File: src/rtl/core_pkg.sv
// rtl/core_pkg.sv - opcode constants, field positions and per-opcode operand usage
package core_pkg;

    localparam int NUM_REGS  = 8;
    localparam int REG_IDX_W = 3;

    localparam int OPC_HI = 15;
    localparam int OPC_LO = 12;
    localparam int RD_HI  = 11;
    localparam int RD_LO  = 9;
    localparam int RS1_HI = 8;
    localparam int RS1_LO = 6;
    localparam int RS2_HI = 5;
    localparam int RS2_LO = 3;
    localparam int IMM_HI = 6;
    localparam int IMM_LO = 0;

    typedef enum logic [3:0] {
        OP_NOP    = 4'h0,
        OP_SUB    = 4'h1,
        OP_ADD    = 4'h2,
        OP_ADDI   = 4'h3,
        OP_SHLLI  = 4'h4,
        OP_SHRLI  = 4'h5,
        OP_JUMP   = 4'h6,
        OP_JUMPL  = 4'h7,
        OP_JUMPG  = 4'h8,
        OP_JUMPE  = 4'h9,
        OP_JUMPNE = 4'hA,
        OP_CMP    = 4'hB,
        OP_LOAD   = 4'hC,
        OP_LOADI  = 4'hD,
        OP_STORE  = 4'hE,
        OP_MOV    = 4'hF
    } opcode_t;

    typedef struct packed {
        logic uses_rs1;
        logic uses_rs2;
        logic writes_rd;
    } op_info_t;

    // Shared with Execute so both stages agree on which fields are live.
    function automatic op_info_t decode_op_info(input logic [3:0] opc);
        op_info_t info;
        info = '0;
        case (opc)
            OP_SUB, OP_ADD: begin
                info.uses_rs1  = 1'b1;
                info.uses_rs2  = 1'b1;
                info.writes_rd = 1'b1;
            end
            OP_CMP, OP_STORE: begin
                info.uses_rs1 = 1'b1;
                info.uses_rs2 = 1'b1;
            end
            OP_ADDI, OP_SHLLI, OP_SHRLI, OP_LOAD, OP_MOV: begin
                info.uses_rs1  = 1'b1;
                info.writes_rd = 1'b1;
            end
            OP_LOADI: info.writes_rd = 1'b1;
            default:  info = '0;
        endcase
        return info;
    endfunction

endpackage

File: src/rtl/decode_stage_if.sv
// rtl/decode_stage_if.sv - fetch/writeback inputs and Execute-bound outputs of decode
interface decode_stage_if;
    logic [15:0] instr_in;
    logic [15:0] npc_in;
    logic        instr_valid;
    logic        flush;
    logic        wb_en;
    logic [4:0]  wb_index;
    logic [15:0] wb_data;
    logic [4:0]  control_out;
    logic [4:0]  dest_index_out;
    logic [15:0] reg1_data;
    logic [15:0] reg2_data;
    logic [15:0] npc_out;
    logic [6:0]  immediate;
    logic        stall_out;

    modport master (
        output instr_in, npc_in, instr_valid, flush, wb_en, wb_index, wb_data,
        input  control_out, dest_index_out, reg1_data, reg2_data, npc_out, immediate, stall_out
    );

    modport slave (
        input  instr_in, npc_in, instr_valid, flush, wb_en, wb_index, wb_data,
        output control_out, dest_index_out, reg1_data, reg2_data, npc_out, immediate, stall_out
    );
endinterface

File: src/rtl/decode_regfile.sv
// rtl/decode_regfile.sv - 8x16 register file, two async read ports with write-first bypass
module decode_regfile
    import core_pkg::*;
(
    input  logic                 clk,
    input  logic                 rst,
    input  logic                 i_wr_en,
    input  logic [REG_IDX_W-1:0] i_wr_addr,
    input  logic [15:0]          i_wr_data,
    input  logic [REG_IDX_W-1:0] i_rd_addr_a,
    input  logic [REG_IDX_W-1:0] i_rd_addr_b,
    output logic [15:0]          o_rd_data_a,
    output logic [15:0]          o_rd_data_b
);
    logic [15:0] r_regs [NUM_REGS];

    always_ff @(posedge clk or posedge rst) begin
        if (rst) begin
            for (int i = 0; i < NUM_REGS; i++) begin
                r_regs[i] <= '0;
            end
        end else if (i_wr_en) begin
            r_regs[i_wr_addr] <= i_wr_data;
        end
    end

    // A consumer released on the writeback edge must see the value being written.
    assign o_rd_data_a = (i_wr_en && i_wr_addr == i_rd_addr_a) ? i_wr_data : r_regs[i_rd_addr_a];
    assign o_rd_data_b = (i_wr_en && i_wr_addr == i_rd_addr_b) ? i_wr_data : r_regs[i_rd_addr_b];

endmodule

File: src/rtl/decode_stage.sv
// rtl/decode_stage.sv - instruction decode with RAW scoreboard interlock and output pipeline register
module decode_stage
    import core_pkg::*;
#(
    parameter int PEND_DEPTH = 2
) (
    input  logic          clk,
    input  logic          reset,
    decode_stage_if.slave bus
);
    logic [3:0]           w_opcode;
    logic [REG_IDX_W-1:0] w_rd;
    logic [REG_IDX_W-1:0] w_rs1;
    logic [REG_IDX_W-1:0] w_rs2;
    logic [6:0]           w_imm;
    op_info_t             w_info;

    assign w_opcode = bus.instr_in[OPC_HI:OPC_LO];
    assign w_rd     = bus.instr_in[RD_HI:RD_LO];
    assign w_rs1    = bus.instr_in[RS1_HI:RS1_LO];
    assign w_rs2    = bus.instr_in[RS2_HI:RS2_LO];
    assign w_imm    = bus.instr_in[IMM_HI:IMM_LO];
    assign w_info   = decode_op_info(w_opcode);

    logic [PEND_DEPTH-1:0] r_pend_valid;
    logic [REG_IDX_W-1:0]  r_pend_rd [PEND_DEPTH];
    logic                  w_rs1_hit;
    logic                  w_rs2_hit;
    logic                  w_hazard;
    logic                  w_issue;

    always_comb begin
        w_rs1_hit = 1'b0;
        w_rs2_hit = 1'b0;
        for (int i = 0; i < PEND_DEPTH; i++) begin
            if (r_pend_valid[i]) begin
                if (r_pend_rd[i] == w_rs1) w_rs1_hit = 1'b1;
                if (r_pend_rd[i] == w_rs2) w_rs2_hit = 1'b1;
            end
        end
    end

    assign w_hazard = bus.instr_valid &
                      ((w_info.uses_rs1 & w_rs1_hit) | (w_info.uses_rs2 & w_rs2_hit));
    assign w_issue  = bus.instr_valid & ~bus.flush & ~w_hazard;

    // Flush does not clear older entries: their writes are still in flight.
    always_ff @(posedge clk or posedge reset) begin
        if (reset) begin
            for (int i = 0; i < PEND_DEPTH; i++) begin
                r_pend_valid[i] <= 1'b0;
                r_pend_rd[i]    <= '0;
            end
        end else begin
            r_pend_valid[0] <= w_issue & w_info.writes_rd;
            r_pend_rd[0]    <= w_rd;
            for (int i = 1; i < PEND_DEPTH; i++) begin
                r_pend_valid[i] <= r_pend_valid[i-1];
                r_pend_rd[i]    <= r_pend_rd[i-1];
            end
        end
    end

    logic                 w_wb_write;
    logic [15:0]          w_rs1_data;
    logic [15:0]          w_rs2_data;

    assign w_wb_write = bus.wb_en & (bus.wb_index[4:3] == 2'b00);

    decode_regfile u_regfile (
        .clk         (clk),
        .rst         (reset),
        .i_wr_en     (w_wb_write),
        .i_wr_addr   (bus.wb_index[2:0]),
        .i_wr_data   (bus.wb_data),
        .i_rd_addr_a (w_rs1),
        .i_rd_addr_b (w_rs2),
        .o_rd_data_a (w_rs1_data),
        .o_rd_data_b (w_rs2_data)
    );

    logic [4:0]  r_control;
    logic [4:0]  r_dest;
    logic [15:0] r_reg1;
    logic [15:0] r_reg2;
    logic [15:0] r_npc;
    logic [6:0]  r_imm;

    always_ff @(posedge clk or posedge reset) begin
        if (reset) begin
            r_control <= '0;
            r_dest    <= '0;
            r_reg1    <= '0;
            r_reg2    <= '0;
            r_npc     <= '0;
            r_imm     <= '0;
        end else if (w_issue) begin
            r_control <= {1'b0, w_opcode};
            r_dest    <= {2'b00, w_rd};
            r_reg1    <= w_rs1_data;
            r_reg2    <= w_rs2_data;
            r_npc     <= bus.npc_in;
            r_imm     <= w_imm;
        end else begin
            r_control <= '0;
            r_dest    <= '0;
            r_reg1    <= '0;
            r_reg2    <= '0;
            r_npc     <= '0;
            r_imm     <= '0;
        end
    end

    assign bus.control_out    = r_control;
    assign bus.dest_index_out = r_dest;
    assign bus.reg1_data      = r_reg1;
    assign bus.reg2_data      = r_reg2;
    assign bus.npc_out        = r_npc;
    assign bus.immediate      = r_imm;
    assign bus.stall_out      = w_hazard & ~bus.flush & ~reset;

endmodule

File: src/flat_wrapper.sv
// flat-port wrapper written by rule: the top's interface ports become plain ports
module decode_stage_flat import core_pkg::*;
#(
    parameter int PEND_DEPTH = 2
)
  (clk, reset, bus_instr_in, bus_npc_in, bus_instr_valid, bus_flush, bus_wb_en, bus_wb_index, bus_wb_data, bus_control_out, bus_dest_index_out, bus_reg1_data, bus_reg2_data, bus_npc_out, bus_immediate, bus_stall_out);
  decode_stage_if bus_i ();
  input  logic clk;
  input  logic reset;
  input wire logic [$bits(bus_i.instr_in)-1:0] bus_instr_in;
  input wire logic [$bits(bus_i.npc_in)-1:0] bus_npc_in;
  input wire logic [$bits(bus_i.instr_valid)-1:0] bus_instr_valid;
  input wire logic [$bits(bus_i.flush)-1:0] bus_flush;
  input wire logic [$bits(bus_i.wb_en)-1:0] bus_wb_en;
  input wire logic [$bits(bus_i.wb_index)-1:0] bus_wb_index;
  input wire logic [$bits(bus_i.wb_data)-1:0] bus_wb_data;
  output wire logic [$bits(bus_i.control_out)-1:0] bus_control_out;
  output wire logic [$bits(bus_i.dest_index_out)-1:0] bus_dest_index_out;
  output wire logic [$bits(bus_i.reg1_data)-1:0] bus_reg1_data;
  output wire logic [$bits(bus_i.reg2_data)-1:0] bus_reg2_data;
  output wire logic [$bits(bus_i.npc_out)-1:0] bus_npc_out;
  output wire logic [$bits(bus_i.immediate)-1:0] bus_immediate;
  output wire logic [$bits(bus_i.stall_out)-1:0] bus_stall_out;
  assign bus_i.instr_in = bus_instr_in;
  assign bus_i.npc_in = bus_npc_in;
  assign bus_i.instr_valid = bus_instr_valid;
  assign bus_i.flush = bus_flush;
  assign bus_i.wb_en = bus_wb_en;
  assign bus_i.wb_index = bus_wb_index;
  assign bus_i.wb_data = bus_wb_data;
  assign bus_control_out = bus_i.control_out;
  assign bus_dest_index_out = bus_i.dest_index_out;
  assign bus_reg1_data = bus_i.reg1_data;
  assign bus_reg2_data = bus_i.reg2_data;
  assign bus_npc_out = bus_i.npc_out;
  assign bus_immediate = bus_i.immediate;
  assign bus_stall_out = bus_i.stall_out;
  decode_stage #(.PEND_DEPTH(PEND_DEPTH)) u_core (.clk(clk), .reset(reset), .bus(bus_i));
endmodule
File: config.mk
export PLATFORM = sky130hd
export DESIGN_NAME = decode_stage_flat
export DESIGN_NICKNAME = d
export VERILOG_FILES = /design/src/rtl/core_pkg.sv /design/src/rtl/decode_stage_if.sv /design/src/rtl/decode_regfile.sv /design/src/rtl/decode_stage.sv /design/src/flat_wrapper.sv
export SDC_FILE = /design/constraint.sdc
export NUM_CORES = 1
export LEC_CHECK = 0
export ABC_AREA = 1
export BUFFER_PORTS_ARGS = -buffer_cell sky130_fd_sc_hd__buf_4
export CAP_MARGIN = 20
export CORE_MARGIN = 5
export CORE_UTILIZATION = 63
export DETAILED_ROUTE_END_ITERATION = 10
export PLACE_DENSITY = 0.85
export SLEW_MARGIN = 10
export SYNTH_ARGS = -nofsm -noshare
export SYNTH_HDL_FRONTEND = slang
export SYNTH_HIERARCHICAL = 1
export SYNTH_SLANG_ARGS = --single-unit
File: constraint.sdc
create_clock -name clk -period 11.4 [get_ports clk]
set_input_delay 0.57 -clock clk [delete_from_list [all_inputs] [get_ports clk]]
set_output_delay 0.57 -clock clk [all_outputs]
set_load 0.02 [all_outputs]
==> results.ini, run 1 <==
[timing]
slew_viol_final=0
max_slew_margin_pct=28.6
setup-tns-final_ns=0
worst_pin_slew_ns=1.07
hold_viol_final=0
skew_ns=0.00869
fin_crit_sh_pct=25.8
layout_min_cycle_time_ns=2.94
rsz0062_at_grt=no
setup_viol=0
fmax_ghz=0.340
holdWs_ns=0.253

[floorplan]
dieHeight_um=138
start_util_pct=63.4
dieArea_um2=19100
rows=47
die_width_um=138
io_pins=124
core_um2=16300

[layout]
area_growth_syn_to_layout_pct=13.7
drive_above_1_share_pct=11.0
utilization_pct=72.1
nets=1613
fillerInstances=1317
antenna_cells=0
multi_input_area_um2=4150
design_area_um2=11800
final_cell_mix=nand2_1 (526), nand3_1 (223), inv_1 (217)
layout_commonest_cell=nand2_1
seq_area_um2=4950

[route]
via_count=10141
wl_per_cell_um=16.9
highest_layer=met4
drtIter0Drc=1654
viasPerCell=5.68
wl_met1_um=11500
wl_met3_um=3520
dr.pass1.iters=10
ant_nets=0
met2WireLength_um=13900
routed_wl_um=30100
drc_errors=0

[critical_path]
cp.arrival_ns=2.37
slowest_stage=buf_4
path_common_cell=nand2_1
crit_start=bus_instr_in[6]
cpPeakStageDelay_ns=0.56
start_kind=primary input
worstSetupEndpointType=primary output
timing.critical_path.buf_inv=3
r2r_start=u_core/r_pend_rd[1]$_DFF_PP0_
cp_top_family=buffers and inverters
cp_data_required_time_ns=10.83
reg2reg_slack_ns=9.42
crit_type=in -> out
timing.rr.end=u_core/bus.reg2_data[0]$_DFF_PP0_
reg2regPathDepth=10
cp_max_fo=68
crit_chain=buf_4, inv_1, nand2_1, nand2_1, nor2_1, nand2_1, nand2_1, nand2_1, a21oi_1, buf_4

[min_path]
min_from=bus_instr_in[9]
hold_depth=1
min_to=u_core/r_pend_rd[3]$_DFF_PP0_
min_path_type=in -> reg

[clocking]
clock_latency_ns=0.43
clock-root-buffer=clkbuf_16
cts_buffers=17
holdBufCountCts=0
cts_resized=0
clk_pin_slew_ns=0.07
cts_tree=done
cts.sinks=198
htree_levels=4
cts_setup_buffers=0
cts_buffer_depth=2

[synth]
netlist_top_cells_area=dfrtp_1 (48%), nand2_1 (19%), nand3_1 (11%)
syn_inst=1488
yosysUniqueCellTypes=25
avgSynthCellArea_um2=6.97
ys_ff_latch=198
synth.cell_area_um2=10400
yosys_warnings=6
ys_seq_area_share_pct=47.8
synth.largest_area_cell=dfrtp_1
synth_top_cell_area_share_pct=47.8

[power]
power_density_nw_per_um2=153
irDropWorstVdd_mv=0.120
design_power_total_w=0.00180
leakage_nw=6.57

[placement]
post_dp_cell_area_um2=11200
io_buffers=120
hpwl_um=18700
gp_congestion=0.913

[global_routing]
grt_pass1_vias=9503
grt_max_degree=71
grt_pass1_wl_um=48600
grt_overflow=0
grtUsageTotal_pct=31.2
antenna_found_initial=0

[flow_run]
drv_cap=0

[outcome]
status=completed

==> where the power goes <==
| group | total, W | switching, W | internal [W] |
|---|---|---|---|
| combinational | 0.000386 | 0.000254 | 0.000132 |
| clock | 0.000560 | 0.000255 | 0.000305 |
| sequential | 0.000853 | 0.0000518 | 0.000801 |
==> cells in the mapped netlist <==
master,instances
nand3_1,223
buf_4,6
nor3b_1,1
nor3_2,1
conb_1,1
nor2_1,86
inv_2,5
o211ai_1,1
o21ai_1,2
nor2_2,1
nand2_1,526
inv_4,3
nand4_1,1
buf_6,2
dfrtp_1,198
buf_1,3
o21ai_0,128
clkbuf_2,1
inv_1,221
nand3_2,1
nand2_2,1
buf_2,41
nand2_4,1
a21oi_1,1
clkbuf_1,33
==> metal layers <==
metal / up-vias / GRT usage [%]
met5: - / 0
met4: 0 / 12.6
met3: 139 / 7.01
met2: 729 / 50.9
met1: 4601 / 40.9
li1: 4672 / -
==> final cells by class <==
class | instances | share of cell area, %
flip-flops and latches | 198 | 42.0
multi-input cells | 977 | 35.2
repair buffers | 132 | 8.59
inverters | 229 | 7.37
clock buffers | 23 | 3.88
well taps | 220 | 2.33
clock inverters | 7 | 0.647
==> metrics by stage <==
stage          instances  setup WS, ns
6_report            1786          8.46
5_1_grt             1786          8.38
3_3_place_gp        1753          8.64
2_1_floorplan       1490          7.42
4_1_cts             1783          8.58
3_5_place_dp        1753          8.60
==> state kept, by name, summed over array words and instances (netlist names) <==
| signal | flops |
|---|---|
| u_core/u_regfile/r_regs | 128 |
| u_core/bus.npc_out | 16 |
| u_core/bus.reg1_data | 16 |
| u_core/bus.reg2_data | 16 |
| u_core/bus.immediate | 7 |
| u_core/r_pend_rd | 6 |
| u_core/bus.control_out | 4 |
| u_core/bus.dest_index_out | 3 |
| u_core/r_pend_valid | 2 |
==> worst reg2reg max path: cells and delay by family (launching register included) <==
kind	cells	cell delay, ns
flops	1	0.36
simple gates	8	0.87
buf+inv	2	0.61
==> how the worst max path moves through the flow <==
| stage | endpoint | slack, ns | depth (start not counted) |
|---|---|---|---|
| after floorplan | u_core/u_regfile/r_regs[0]$_DFFE_PP0P_ | 7.42 | 1 |
| after global placement | u_core/bus.reg1_data[10]$_DFF_PP0_ | 8.64 | 11 |
| after detailed placement | u_core/bus.reg2_data[0]$_DFF_PP0_ | 8.60 | 11 |
| after CTS | bus_stall_out | 8.58 | 10 |
| after global routing | bus_stall_out | 8.38 | 10 |
| final | bus_stall_out | 8.46 | 10 |
==> cell families after synthesis <==
group,Yosys count,share of synthesized area (%)
DFF,198,47.8
other,1,0.0362
and+or+nand+nor,842,33.5
buffers and inverters,315,12.3
AOI/OAI and AO/OA,132,6.39
(Power assumes the default switching activity.)
==> run 2: changes to the inputs <==
--- a/config.mk
+++ b/config.mk
@@ -9,9 +9,9 @@
 export BUFFER_PORTS_ARGS = -buffer_cell sky130_fd_sc_hd__buf_4
 export CAP_MARGIN = 20
 export CORE_MARGIN = 5
-export CORE_UTILIZATION = 63
+export CORE_UTILIZATION = 59
 export DETAILED_ROUTE_END_ITERATION = 10
-export PLACE_DENSITY = 0.85
+export PLACE_DENSITY = 0.81
 export SLEW_MARGIN = 10
 export SYNTH_ARGS = -nofsm -noshare
 export SYNTH_HDL_FRONTEND = slang
==> constraint.sdc (replaced) <==
create_clock -name clk -period 2.8 [get_ports clk]
set_input_delay 0.14 -clock clk [delete_from_list [all_inputs] [get_ports clk]]
set_output_delay 0.14 -clock clk [all_outputs]
set_load 0.02 [all_outputs]
==> results.ini, run 2 (synthesized netlist as in run 1, its figures left out) <==
[floorplan]
dieArea_um2=20300  ; +6.3%
core_um2=17300  ; +5.8%
io_pins=124  ; unchanged
start_util_pct=60.0  ; -3.5 points
rows=48  ; +2.1%
dieHeight_um=143  ; +3.1%
die_width_um=143  ; +3.1%

[min_path]
hold_depth=3  ; +2
min_path_type=in -> reg

[critical_path]
reg2regPathDepth=10  ; unchanged
crit_chain=inv_1, nand2_1, nand2_1, nor2_1, nand2_1, nand2_1, nand2_1, nand3_2, buf_12, nor2_1
worstSetupEndpointType=register
path_common_cell=nand2_1
cpPeakStageDelay_ns=0.48  ; -0.08 ns
crit_type=reg -> reg
reg2reg_slack_ns=0.79  ; -8.63 ns
cp_max_fo=38  ; -44%
cp.arrival_ns=2.37  ; about the same
cp_data_required_time_ns=3.16  ; -7.67 ns
start_kind=register
slowest_stage=nand3_2

[timing]
rsz0062_at_grt=no
skew_ns=0.00837  ; -0.000319 ns
slew_viol_final=0  ; unchanged
setup-tns-final_ns=0  ; unchanged
fmax_ghz=0.497
hold_viol_final=0  ; unchanged
fin_crit_sh_pct=71.8
layout_min_cycle_time_ns=2.01
max_slew_margin_pct=39.6  ; +11 points
setup_viol=0  ; unchanged
worst_pin_slew_ns=0.904  ; -0.164 ns

[power]
internal_power_w=0.00511  ; +310%
sw_frac_of_total_pct=32.1  ; +0.94 points
irDropWorstVdd_mv=0.486  ; +310%
combPwrFrac_pct=21.7  ; +0.3 points
power_density_nw_per_um2=610  ; +300%
leakage_nw=6.82  ; +3.9%
seq_power_share_pct=45.9  ; -1.5 points
pwr-share-clk_pct=32.4  ; +1.2 points
power_switching_w=0.00242  ; +330%

[placement]
hpwl_um=19400  ; +3.7%
post_dp_cell_area_um2=11300  ; +1.2%
io_buffers=120  ; unchanged
gp_congestion=0.932  ; +2.1%

[layout]
design_area_um2=12400  ; +4.7%
area_growth_syn_to_layout_pct=19.1
largest_reg_flops=128  ; unchanged
regMostFlops=u_core/u_regfile/r_regs
nets=1663  ; +3.1%
layout_commonest_cell=nand2_1
drive_above_1_share_pct=11.6  ; +0.57 points
antenna_cells=0  ; unchanged
utilization_pct=71.4  ; -0.72 points
final_cell_mix=nand2_1 (526), nand3_1 (223), inv_1 (217)

[clocking]
cts_resized=0  ; unchanged
clock_latency_ns=0.44  ; about the same
cts_buffer_depth=2  ; unchanged
clk_pin_slew_ns=0.07  ; about the same
cts_tree=done
clock-root-buffer=clkbuf_16
cts_buffers=17  ; unchanged
htree_levels=4  ; unchanged
cts.sinks=198  ; unchanged

[flow_run]
drv_cap=0  ; unchanged

[outcome]
status=completed

[global_routing]
grt_max_degree=71  ; unchanged
grtUsageTotal_pct=30.9  ; -0.30 points
antenna_found_initial=0  ; unchanged
grt_pass1_wl_um=50100  ; +3.1%
grt_pass1_vias=9717  ; +2.3%
grt_overflow=0  ; unchanged

[route]
drtIter0Drc=1286  ; -22%
wl_per_cell_um=16.7  ; -0.84%
dr.pass1.iters=8  ; -2
drc_errors=0  ; unchanged
viasPerCell=5.48  ; -3.5%
via_count=10103  ; -0.37%
routed_wl_um=30800  ; +2.3%
ant_nets=0  ; unchanged

-- run 2: through the flow --
step                      power (W)  cells  hold WS [ns]  setup WS, ns
after floorplan             0.00457   1490         0.171         0.535
after global placement      0.00499   1769         0.267         0.805
after detailed placement    0.00505   1769         0.266         0.687
after CTS                   0.00753   1843      0.000572         0.867
after global routing        0.00797   1843        0.0439         0.640
final                       0.00753   1843        0.0167         0.789
-- run 2: worst max-delay path, delay by kind of cell (launching register included) --
kind,cells,cell delay [ns]
buf+inv,2,0.50
flops,1,0.44
simple gates,8,0.98
-- run 2: final timing paths --
check | start | to
max in group asynchronous | reset | u_core/bus.reg2_data[13]$_DFF_PP0_
min in group asynchronous | reset | u_core/u_regfile/r_regs[103]$_DFFE_PP0P_
min reg2reg | u_core/r_pend_valid[0]$_DFF_PP0_ | u_core/r_pend_valid[1]$_DFF_PP0_
max | u_core/r_pend_rd[4]$_DFF_PP0_ | u_core/bus.reg2_data[13]$_DFF_PP0_
min | bus_wb_data[14] | u_core/u_regfile/r_regs[14]$_DFFE_PP0P_
max reg2reg | u_core/r_pend_rd[4]$_DFF_PP0_ | u_core/bus.reg2_data[13]$_DFF_PP0_
-- run 2: cell type report --
class	instances	area [um2]
well taps	225	282
fillers	1376	4940
clock buffers	17	425
inverters	229	871
clock inverters	15	159
repair buffers	182	1510
flip-flops and latches	198	4950
multi-input cells	977	4150
-- run 2: what timing repair did --
action,in CTS,in global routing
hold buffers,42,0
endpoints found under the hold margin,72,0
setup buffers,0,0
-- run 2: per-layer routing --
metal	vias up	GRT usage, %	wire length (um)
met5	-	0	0
met4	0	12.0	1010
met3	84	5.95	3040
met2	599	51.5	14800
met1	4640	40.2	12000
li1	4780	-	-
-- run 2: power groups by stage --
stage          logic, W  registers, W  clock network (W)
3_3_place_gp    0.00150       0.00349                  0
5_1_grt         0.00186       0.00350            0.00261
3_5_place_dp    0.00155       0.00350                  0
6_report        0.00164       0.00346            0.00244
2_1_floorplan   0.00106       0.00351                  0
4_1_cts         0.00161       0.00345            0.00247
